File: config.mk
export PLATFORM = sky130hd
export DESIGN_NAME = uart_word_tx
export DESIGN_NICKNAME = d
export VERILOG_FILES = /design/src/rtl/uart_word_tx.sv
export SDC_FILE = /design/constraint.sdc
export NUM_CORES = 1
export LEC_CHECK = 0
export CAP_MARGIN = 20
export CORE_AREA = 2 2 64 66
export DETAILED_ROUTE_END_ITERATION = 16
export DIE_AREA = 0 0 66 68
export DONT_BUFFER_PORTS = 1
export PLACE_DENSITY = 0.64
export SLEW_MARGIN = 0
export SYNTH_ARGS = -nofsm -noshare
export SYNTH_HDL_FRONTEND = slang
export SYNTH_SLANG_ARGS = --single-unit
File: constraint.sdc
create_clock -name clk -period 3.5 [get_ports clk]
set_input_delay 0.525 -clock clk [delete_from_list [all_inputs] [get_ports clk]]
set_output_delay 0.525 -clock clk [all_outputs]
set_load 0.005 [all_outputs]
File: src/rtl/uart_word_tx.sv
// 8N1 UART transmitter for one 16-bit score per request: two bytes back to back,
// byte order selectable, with a combinational ready handshake for the upstream sender.
module uart_word_tx #(
    parameter int unsigned CLKS_PER_BIT  = 434,
    parameter bit          HI_BYTE_FIRST = 1'b1
) (
    input  logic        clk,
    input  logic        reset,
    input  logic [15:0] i_tx_value,
    input  logic        i_start_tx,
    output logic        o_uart_ready,
    output logic        o_tx_busy,
    output logic        o_word_done,
    output logic        o_txd
);

    localparam int unsigned       BAUD_W    = $clog2(CLKS_PER_BIT);
    localparam logic [BAUD_W-1:0] BAUD_LAST = BAUD_W'(CLKS_PER_BIT - 1);
    localparam logic [BAUD_W-1:0] BAUD_PRE  = BAUD_W'(CLKS_PER_BIT - 2);

    typedef enum logic [1:0] {
        S_IDLE  = 2'd0,
        S_START = 2'd1,
        S_DATA  = 2'd2,
        S_STOP  = 2'd3
    } state_t;

    state_t            r_state;
    state_t            w_state_nxt;
    logic [BAUD_W-1:0] r_baud;
    logic [BAUD_W-1:0] w_baud_nxt;
    logic [2:0]        r_bit;
    logic [2:0]        w_bit_nxt;
    logic              r_byte_sel;
    logic              w_byte_sel_nxt;
    logic [15:0]       r_shift;
    logic [15:0]       w_shift_nxt;
    logic              r_txd;
    logic              r_tx_busy;
    logic              r_word_done;
    logic              w_txd_nxt;
    logic              w_word_done_nxt;
    logic              w_baud_wrap;

    assign w_baud_wrap = (r_baud == BAUD_LAST);

    // State register and registered outputs; all registers return to idle on reset.
    always_ff @(posedge clk or posedge reset) begin
        if (reset) begin
            r_state     <= S_IDLE;
            r_baud      <= '0;
            r_bit       <= '0;
            r_byte_sel  <= 1'b0;
            r_shift     <= '0;
            r_txd       <= 1'b1;
            r_tx_busy   <= 1'b0;
            r_word_done <= 1'b0;
        end else begin
            r_state     <= w_state_nxt;
            r_baud      <= w_baud_nxt;
            r_bit       <= w_bit_nxt;
            r_byte_sel  <= w_byte_sel_nxt;
            r_shift     <= w_shift_nxt;
            r_txd       <= w_txd_nxt;
            r_tx_busy   <= (w_state_nxt != S_IDLE);
            r_word_done <= w_word_done_nxt;
        end
    end

    // Next-state logic. The first byte on the wire always sits in r_shift[7:0], so the
    // data phase only ever shifts right; after eight shifts the second byte is in place.
    always_comb begin
        w_state_nxt    = r_state;
        w_baud_nxt     = w_baud_wrap ? '0 : r_baud + BAUD_W'(1);
        w_bit_nxt      = r_bit;
        w_byte_sel_nxt = r_byte_sel;
        w_shift_nxt    = r_shift;

        case (r_state)
            S_IDLE: begin
                w_baud_nxt = '0;
                if (i_start_tx) begin
                    w_shift_nxt    = HI_BYTE_FIRST ? {i_tx_value[7:0], i_tx_value[15:8]}
                                                   : i_tx_value;
                    w_bit_nxt      = '0;
                    w_byte_sel_nxt = 1'b0;
                    w_state_nxt    = S_START;
                end
            end
            S_START: begin
                if (w_baud_wrap) begin
                    w_state_nxt = S_DATA;
                end
            end
            S_DATA: begin
                if (w_baud_wrap) begin
                    w_shift_nxt = {1'b0, r_shift[15:1]};
                    if (r_bit == 3'd7) begin
                        w_bit_nxt   = '0;
                        w_state_nxt = S_STOP;
                    end else begin
                        w_bit_nxt = r_bit + 3'd1;
                    end
                end
            end
            S_STOP: begin
                if (w_baud_wrap) begin
                    if (!r_byte_sel) begin
                        w_byte_sel_nxt = 1'b1;
                        w_state_nxt    = S_START;
                    end else begin
                        w_byte_sel_nxt = 1'b0;
                        w_state_nxt    = S_IDLE;
                    end
                end
            end
            default: begin
                w_state_nxt = S_IDLE;
            end
        endcase
    end

    // Line level is derived from the next state so txd lines up with the state it encodes.
    always_comb begin
        w_txd_nxt = 1'b1;
        case (w_state_nxt)
            S_START: w_txd_nxt = 1'b0;
            S_DATA:  w_txd_nxt = w_shift_nxt[0];
            default: w_txd_nxt = 1'b1;
        endcase
    end

    // One cycle of lookahead so the registered pulse lands on the last stop-bit cycle.
    assign w_word_done_nxt = (r_state == S_STOP) && r_byte_sel && (r_baud == BAUD_PRE);

    assign o_uart_ready = (r_state == S_IDLE) & ~i_start_tx;
    assign o_tx_busy    = r_tx_busy;
    assign o_word_done  = r_word_done;
    assign o_txd        = r_txd;

endmodule

# --- After elaboration in Yosys (flattened, before gate mapping) ---
# Index checks and enable logic that the tools add are counted.
op_classes:
  add_sub_neg: 2
  mul: 0
  div: 0
  magnitude_cmp: 0
  n_eq_ne: 11
  shifts: 0
  mux: 21
  bitwise: 2
  n_reduce_logical: 8
op_table:
  columns: ["operator", "n"]
  rows:
  - ["$mux 16", 2]
  - ["$pmux 16 s2", 1]
  - ["$eq 9x9->1 const B", 2]
  - ["$mux 9", 2]
  - ["$mux 2", 5]
  - ["$add 9x1->9 const B", 1]
  - ["$mux 3", 3]
  - ["$pmux 2 s4", 1]
  - ["$eq 2x2->1 const B", 3]
  - ["$ne 2x2->1 const B", 3]
  - ["$pmux 3 s2", 1]
  - ["$reduce_and 3->1", 2]
  - ["$reduce_bool 2->1", 3]
  - ["$eq 2x1->1 const B", 2]
  - ["$mux 1", 4]
  - ["$pmux 1 s2", 2]
  - ["$add 3x1->3 const B", 1]
  - ["$eq 3x3->1 const B", 1]
  - ["$logic_and 1x1->1", 2]
  - ["$logic_not 2->1", 1]
  - ["$and 1x1->1", 1]
  - ["$not 1->1", 1]
totals:
  regBits: 34
  latch_bits: 0
  mem_bits_rw: 0
  romBits: 0
  input_bits: 19
  word_cells: 53
  mem_count: 0

# --- Depth between registers and ports, before layout ---
# Gate-level depths: netlist of run 1.
depth:
  depth_word: 6
  ltp_mapped: 9

# --- Worst setup path before layout of run 1 ---
# OpenSTA, ideal clock, no wires.
synth_path:
  path_type: "register -> register"
  start: "reg r_baud[1]"
  end: "reg r_shift[13]"
  arrival_time_ns: 1.508
  t_required_ns: 3.376
  path_slack_ns: 1.868
  stages_incl_launch_ff: 10
  synth_period_minus_slack_ns: 1.632
  path_cell_list: "dfrtp_1 > inv_1 > ha_1 > and4bb_4 > and4b_1 > buf_2 > nor2_4 > buf_4 > nand2_1 > nand2_1"
synth_between:
  elab_chain_len: 3
synth_lines:
  columns: ["item", "line_no", "source"]
  rows:
  - ["start: declaration", "30", "logic [BAUD_W-1:0] r_baud;"]
  - ["start signal: assignment", "60", "r_baud <= w_baud_nxt;"]
  - ["$eq 9x9->1", "45", "assign w_baud_wrap = (r_baud == BAUD_LAST);"]
  - ["$ne 2x2->1 (no source line)", null, null]
  - ["$reduce_and 3->1 (no source line)", null, null]
  - ["end signal: assignment", "63", "r_shift <= w_shift_nxt;"]
  - ["end: declaration", "36", "logic [15:0] r_shift;"]
# No other way between the ends.
# A chain may end at the register's enable or synchronous reset.

# --- Worst setup path after layout of run 1 ---
layout_path:
  start: "reg r_baud[1]"
  end: "reg r_shift[4]"
# The elaborated chain is that of the path after synthesis.

==> metrics.cfg, run 1 <==
[cells_and_area]
antennaDiodeCount = 0
drive_gt1_share_pct = 10.3
nNetsFinal = 198
area_growth_pct = 9.99

[sta]
layout_min_cycle_time_ns = 2.07
slew_headroom_pct = 53.1
drv_slew = 0
worst_pin_slew_ns = 0.703
rsz0062_at_grt = false
finClkSkew_ns = 0.00815
fmax_mhz = 484
setup_viol = 0
fin_crit_sh_pct = 59.0
finalHoldViolCount = 0
fin_tns_setup_ns = 0

[critical_path]
worstPathRequired_ns = 3.66
reg2reg_slack_ns = 1.43
max_stage_delay_ns = 0.67
slowest_stage = and4b_1
criticalPathCategory = reg2reg
crit_family = simple AND/OR/NAND/NOR gates
rr_startpoint = r_baud[1]
path_buf_inv = 1
worst_path_most_repeated_cell = nand2_1
crit_path_end_kind = register
reg2reg_to = r_shift[4]
r2r_cells = 7
arrival_ns = 2.23
crit_chain = inv_1, ha_1, and4bb_4, and4b_1, nor2_4, nand2_1, nand2_1
path_max_fanout = 18
start_kind = register

[route]
dr_wl_met2_mm = 1.50
drc_errors = 0
highest_layer = met4
vias = 1205
drt-met1-wl_mm = 1.52
firstDrtPassIters = 4
ant_nets = 0
drt_first_iter_violations = 78
wl_mm = 3.25
wl_met3_um = 185
wl_per_cell_um = 14.4
vias_per_cell = 5.36

[min_path]
hold_class = in2async

[synth]
ys_seq_area_share_pct = 50.4
synthDistinctLibCells = 39
ys_seq_elements = 34
synthAdderAreaFrac_pct = 3.70
yosys.area_share.simple_pct = 22.0
synth_xor_area_share_pct = 3.63
synthMuxAreaShare_pct = 1.18
yosys_warnings = 0
synthCells = 174
synth_top_family_by_area = simple AND/OR/NAND/NOR gates
synth_compound_area_share_pct = 15.0
syn_area_um2 = 1690
synth_area_leader_cell = dfrtp_1
syn_nets = 198
netlist_top_cells_area = dfrtp_1 49%, nand2_1 8.7%, a22oi_1 6.2%
synth_largest_type_area_fraction_pct = 48.9
syn_area_per_cell_um2 = 9.71

[grt]
grt-ovfl-total = 0
grt_pass1_wl_mm = 5.47
grtUsageTotal_pct = 16.5
grt_start_max_net_pins = 35
grt_pass1_vias = 1139
grt_antenna_before_repair = 0

[floorplanning]
dieWidth_um = 66
num_io_pins = 23
core_area_um2 = 3860
floorplan.rows = 23
initial_utilization_pct = 43.8
die_h_um = 68
die_area_um2 = 4490

[pwr]
p_per_area_nw_per_um2 = 582
p_sw_mw = 0.274
p_seq_share_pct = 48.1
leakagePower_nw = 0.849
sw_frac_of_total_pct = 25.3
power_mw = 1.08
irDropWorstVdd_uv = 295
internal-power_mw = 0.808
pwr-share-comb_pct = 12.1
p_clk_share_pct = 39.8

[clock_network]
path_clk_slew_ns = 0.07
cts_setup_buffers = 0
numClockSinks = 34
root_buffer = clkbuf_8
cts_tree = built
clock_latency_ns = 0.29
htree_levels = 2
numCtsBuffers = 5
clock_path_buffers = 2
cts_resized = 0
holdBufCountCts = 0

[run]
drv_cap = 0

[status]
outcome = completed

[place]
dp_hpwl_mm = 2.24
place.gp.congestion = 0.820
place.port_buffers = 0

-- power groups by stage --
stage	Sequential [mW]	Combinational, mW	Clock, mW
after global placement	0.522	0.125	0
after CTS	0.519	0.134	0.447
final	0.520	0.131	0.430
after floorplan	0.511	0.112	0
after detailed placement	0.527	0.133	0
after global routing	0.528	0.155	0.460
-- layout make-up --
type	instances	area (um^2)
repair buffers	2	15.0
inverters	6	22.5
clock buffers	5	68.8
fillers	374	2000
clock inverters	3	68.8
multi-input cells	125	769
well taps	50	62.6
flip-flops and latches	34	852
-- placed cells by master (no fill, tap or decap), drive strengths merged, types with 4 or more instances in the layout --
master and instances:
nand2 39, xnor2 4, a21oi 5, dfrtp 33, nand3 6, ha 5
nor2 16, inv 6, a22oi 14, o21ai 5, clkbuf 5
-- worst max-delay path by stage --
| stage | startpoint | to | slack [ns] | depth (start not counted) |
|---|---|---|---|---|
| finish | r_baud[1] | r_shift[4] | 1.43 | 7 |
| global route | r_baud[1] | r_shift[2] | 1.27 | 7 |
| CTS | r_baud[1] | r_shift[4] | 1.43 | 7 |
| detailed placement | r_baud[1] | r_shift[4] | 1.44 | 7 |
| global placement | r_baud[1] | r_shift[8] | 1.58 | 7 |
| floorplan | r_baud[1] | r_shift[13] | 1.87 | 9 |
-- routing by layer --
metal	vias to the layer above	track usage, %
li1	598	-
met1	572	21.8
met3	5	6.09
met2	30	23.9
met4	0	8.42
met5	-	0
-- sequential cells by signal, summed over array words and instances, names as in the netlist --
| signal | count |
|---|---|
| r_byte_sel | 1 |
| r_state | 2 |
| o_tx_busy | 1 |
| r_baud | 9 |
| r_shift | 16 |
| r_bit | 3 |
| o_txd | 1 |
| o_word_done | 1 |
-- logic make-up after synthesis --
kind of cell	count (synthesis)
compound gates	34
flops	34
buf+inv	15
mux	2
xor+xnor	7
simple gates	77
fa+ha+maj	5
-- metrics by stage --
| step | std cells | setup slack [ns] | utilization [%] | hold slack, ns | cell area [um^2] |
|---|---|---|---|---|---|
| after CTS | 225 | 1.43 | 48.2 | 0.220 | 1860 |
| after global placement | 217 | 1.58 | 44.6 | 0.461 | 1720 |
| after floorplan | 174 | 1.87 | - | 0.442 | 1690 |
| after detailed placement | 217 | 1.44 | 44.6 | 0.464 | 1720 |
| final | 225 | 1.43 | 48.2 | 0.213 | 1860 |
| after global routing | 225 | 1.27 | 48.2 | 0.254 | 1860 |
-- cells in the mapped netlist --
library cell / number
dfrtp_1: 33
a211o_1: 1
nor3b_2: 1
and2_4: 1
o21ai_1: 2
and3_1: 1
a21o_1: 1
or2_2: 1
inv_1: 5
and2b_1: 1
nor4_1: 1
nand4_1: 1
nand3_1: 6
o21ai_0: 3
o2111ai_1: 2
nor2_1: 15
nand2_1: 39
o211ai_1: 2
xor2_1: 3
and4bb_4: 1
a22oi_1: 14
buf_4: 2
xnor2_1: 4
nand3b_1: 1
a22o_1: 2
o311ai_4: 1
a31oi_1: 1
ha_1: 5
nor2_4: 1
a21oi_1: 5
dfstp_2: 1
and4b_1: 2
buf_2: 4
mux2i_1: 2
nand2b_1: 3
inv_2: 1
or3_1: 1
clkbuf_1: 3
nor3_1: 1
Note: power is estimated with default switching activity, not from simulation.
==> inputs of run 2 (changes only) <==
--- a/config.mk
+++ b/config.mk
@@ -10,7 +10,7 @@
 export DETAILED_ROUTE_END_ITERATION = 16
 export DIE_AREA = 0 0 66 68
 export DONT_BUFFER_PORTS = 1
-export PLACE_DENSITY = 0.64
+export PLACE_DENSITY = 0.67
 export SLEW_MARGIN = 0
 export SYNTH_ARGS = -nofsm -noshare
 export SYNTH_HDL_FRONTEND = slang
==> constraint.sdc (replaced) <==
create_clock -name clk -period 1.7 [get_ports clk]
set_input_delay 0.255 -clock clk [delete_from_list [all_inputs] [get_ports clk]]
set_output_delay 0.255 -clock clk [all_outputs]
set_load 0.005 [all_outputs]
==> run 2 against run 1 <==
First-iteration DRC count increased by 26%; total power increased by 90%; critical path depth increased by 1; critical endpoint is now r_shift[12]; clock power increased by 42%; sequential share of layout area decreased by 3.9 points; die area unchanged; largest power group unchanged; sequential cell count unchanged; worst hold slack got worse by 0.11 ns; fmax increased by 23%; combinational power increased to 3.0 times the previous value; critical path type unchanged; cell area increased by 9.2%.
==> metrics.cfg, run 2 (synthesis gave the netlist of run 1 again) <==
[status]
outcome = completed

[critical_path]
crit_family = simple AND/OR/NAND/NOR gates
slowest_stage = dfrtp_1
reg2reg_to = r_shift[12]
path_max_fanout = 6  ; -12
start_kind = register
arrival_ns = 1.84  ; -0.39 ns
crit_path_end_kind = register
reg2reg_slack_ns = 0.02  ; -1.41 ns
crit_chain = inv_2, ha_4, and4bb_4, and4b_2, nor2_4, clkbuf_16, nand2_2, nand2_1
worstPathRequired_ns = 1.87  ; -1.79 ns
r2r_cells = 8  ; +1
max_stage_delay_ns = 0.39  ; -0.28 ns
rr_startpoint = r_baud[1]
criticalPathCategory = reg2reg
path_buf_inv = 2  ; +1

[grt]
grt_pass1_vias = 1276  ; +12%
grt_pass1_wl_mm = 5.75  ; +5.2%
grtUsageTotal_pct = 17.2  ; +0.67 points
grt_start_max_net_pins = 35  ; unchanged
grt-ovfl-total = 0  ; unchanged
grt_antenna_before_repair = 0  ; unchanged

[route]
vias = 1282  ; +6.4%
wl_per_cell_um = 14.4  ; about the same
drt_first_iter_violations = 98  ; +26%
wl_mm = 3.49  ; +7.5%
firstDrtPassIters = 4  ; unchanged
ant_nets = 0  ; unchanged
drc_errors = 0  ; unchanged
vias_per_cell = 5.30  ; -1.1%

[cells_and_area]
utilization_pct = 52.7  ; +4.4 points
drive_gt1_share_pct = 28.1  ; +18 points
reg_top3 = r_shift: 16 flops, r_baud: 9 flops, r_bit: 3 flops
antennaDiodeCount = 0  ; unchanged
area_growth_pct = 20.1
final_common_cell = dfrtp_1
largest_reg_flops = 16  ; unchanged
nNetsFinal = 215  ; +8.6%
final_cell_mix = 33 x dfrtp_1, 22 x nand2_1, 17 x nand2_2
top_register = r_shift
final_cells = 242  ; +7.6%
final_cell_area_um2 = 2030  ; +9.2%

[sta]
setup_slack_ns = 0.0247  ; -1.41 ns
rsz0062_at_grt = true
slew_headroom_pct = 72.0  ; +19 points
whs_ns = 0.101  ; -0.112 ns
layout_min_cycle_time_ns = 1.68  ; -0.391 ns
finalHoldViolCount = 0  ; unchanged
drv_slew = 0  ; unchanged
fmax_mhz = 597  ; +23%
finClkSkew_ns = 0.00643  ; -0.00173 ns
worst_pin_slew_ns = 0.420  ; -0.283 ns
fin_tns_setup_ns = 0  ; unchanged
fin_crit_sh_pct = 98.5  ; +40 points
setup_viol = 0  ; unchanged

[min_path]
hp-start = i_tx_value[7]
hold_end = r_shift[15]
min_delay_path_depth = 2
hold_class = in2reg

[clock_network]
root_buffer = clkbuf_8
clock_latency_ns = 0.29  ; about the same
htree_levels = 2  ; unchanged
path_clk_slew_ns = 0.07  ; about the same
cts_tree = built
clock_path_buffers = 2  ; unchanged
numCtsBuffers = 5  ; unchanged
numClockSinks = 34  ; unchanged

[pwr]
leakagePower_nw = 0.926  ; +9.1%
power_mw = 2.05  ; +90%
p_per_area_nw_per_um2 = 1010  ; +74%
irDropWorstVdd_uv = 623  ; +110%

[floorplanning]
floorplan.rows = 23  ; unchanged
core_area_um2 = 3860  ; unchanged
dieWidth_um = 66  ; unchanged
initial_utilization_pct = 43.8  ; unchanged
die_h_um = 68  ; unchanged
num_io_pins = 23  ; unchanged
die_area_um2 = 4490  ; unchanged

[run]
drv_cap = 0  ; unchanged

[place]
place.port_buffers = 0  ; unchanged
place.gp.congestion = 0.848  ; +3.4%
dp.cells = 228  ; +5.1%
pre_cts_ws_ns = 0.0606  ; -1.38 ns
dp_hpwl_mm = 2.39  ; +6.8%
placed_area_um2 = 1800  ; +4.8%

==> run 2: worst max-delay path by stage <==
stage	startpoint	endpoint	slack, ns	cells past startpoint
2_1_floorplan	r_baud[1]	r_shift[13]	0.07	9
3_3_place_gp	r_baud[1]	o_txd	0.12	7
3_5_place_dp	r_baud[1]	r_shift[13]	0.06	7
4_1_cts	r_baud[1]	r_shift[13]	0.05	7
5_1_grt	r_baud[1]	r_shift[12]	-0.04	8
6_report	r_baud[1]	r_shift[12]	0.02	8
==> run 2: what timing repair did <==
action                                  4_1_cts  5_1_grt
endpoints found under the setup margin        0       18
setup buffers                                 0        4
hold buffers                                  1        0
gates resized for setup                       0       22
hold endpoints to repair                     33        0
==> run 2: routing by layer <==
metal | track usage, % | vias to the layer above | part of all wire [%]
met5 | 0 | - | 0
met4 | 8.16 | 0 | 1.9
met3 | 5.59 | 6 | 5.2
met2 | 27.0 | 33 | 48
met1 | 21.6 | 609 | 45
li1 | - | 634 | -
==> run 2: power by group <==
part           internal (mW)  leakage (nW)  total (mW)  switching (mW)
sequential             0.945         0.419        1.06           0.110
combinational          0.193         0.459       0.388           0.195
clock                  0.326        0.0482       0.610           0.284
==> run 2: cell type report <==
class                   instances  area, um^2
fillers                       340        1830
flip-flops and latches         34         852
inverters                       6        22.5
clock buffers                   7        86.3
clock inverters                 1        5.00
multi-input cells             125         827
well taps                      50        62.6
repair buffers                 19         175
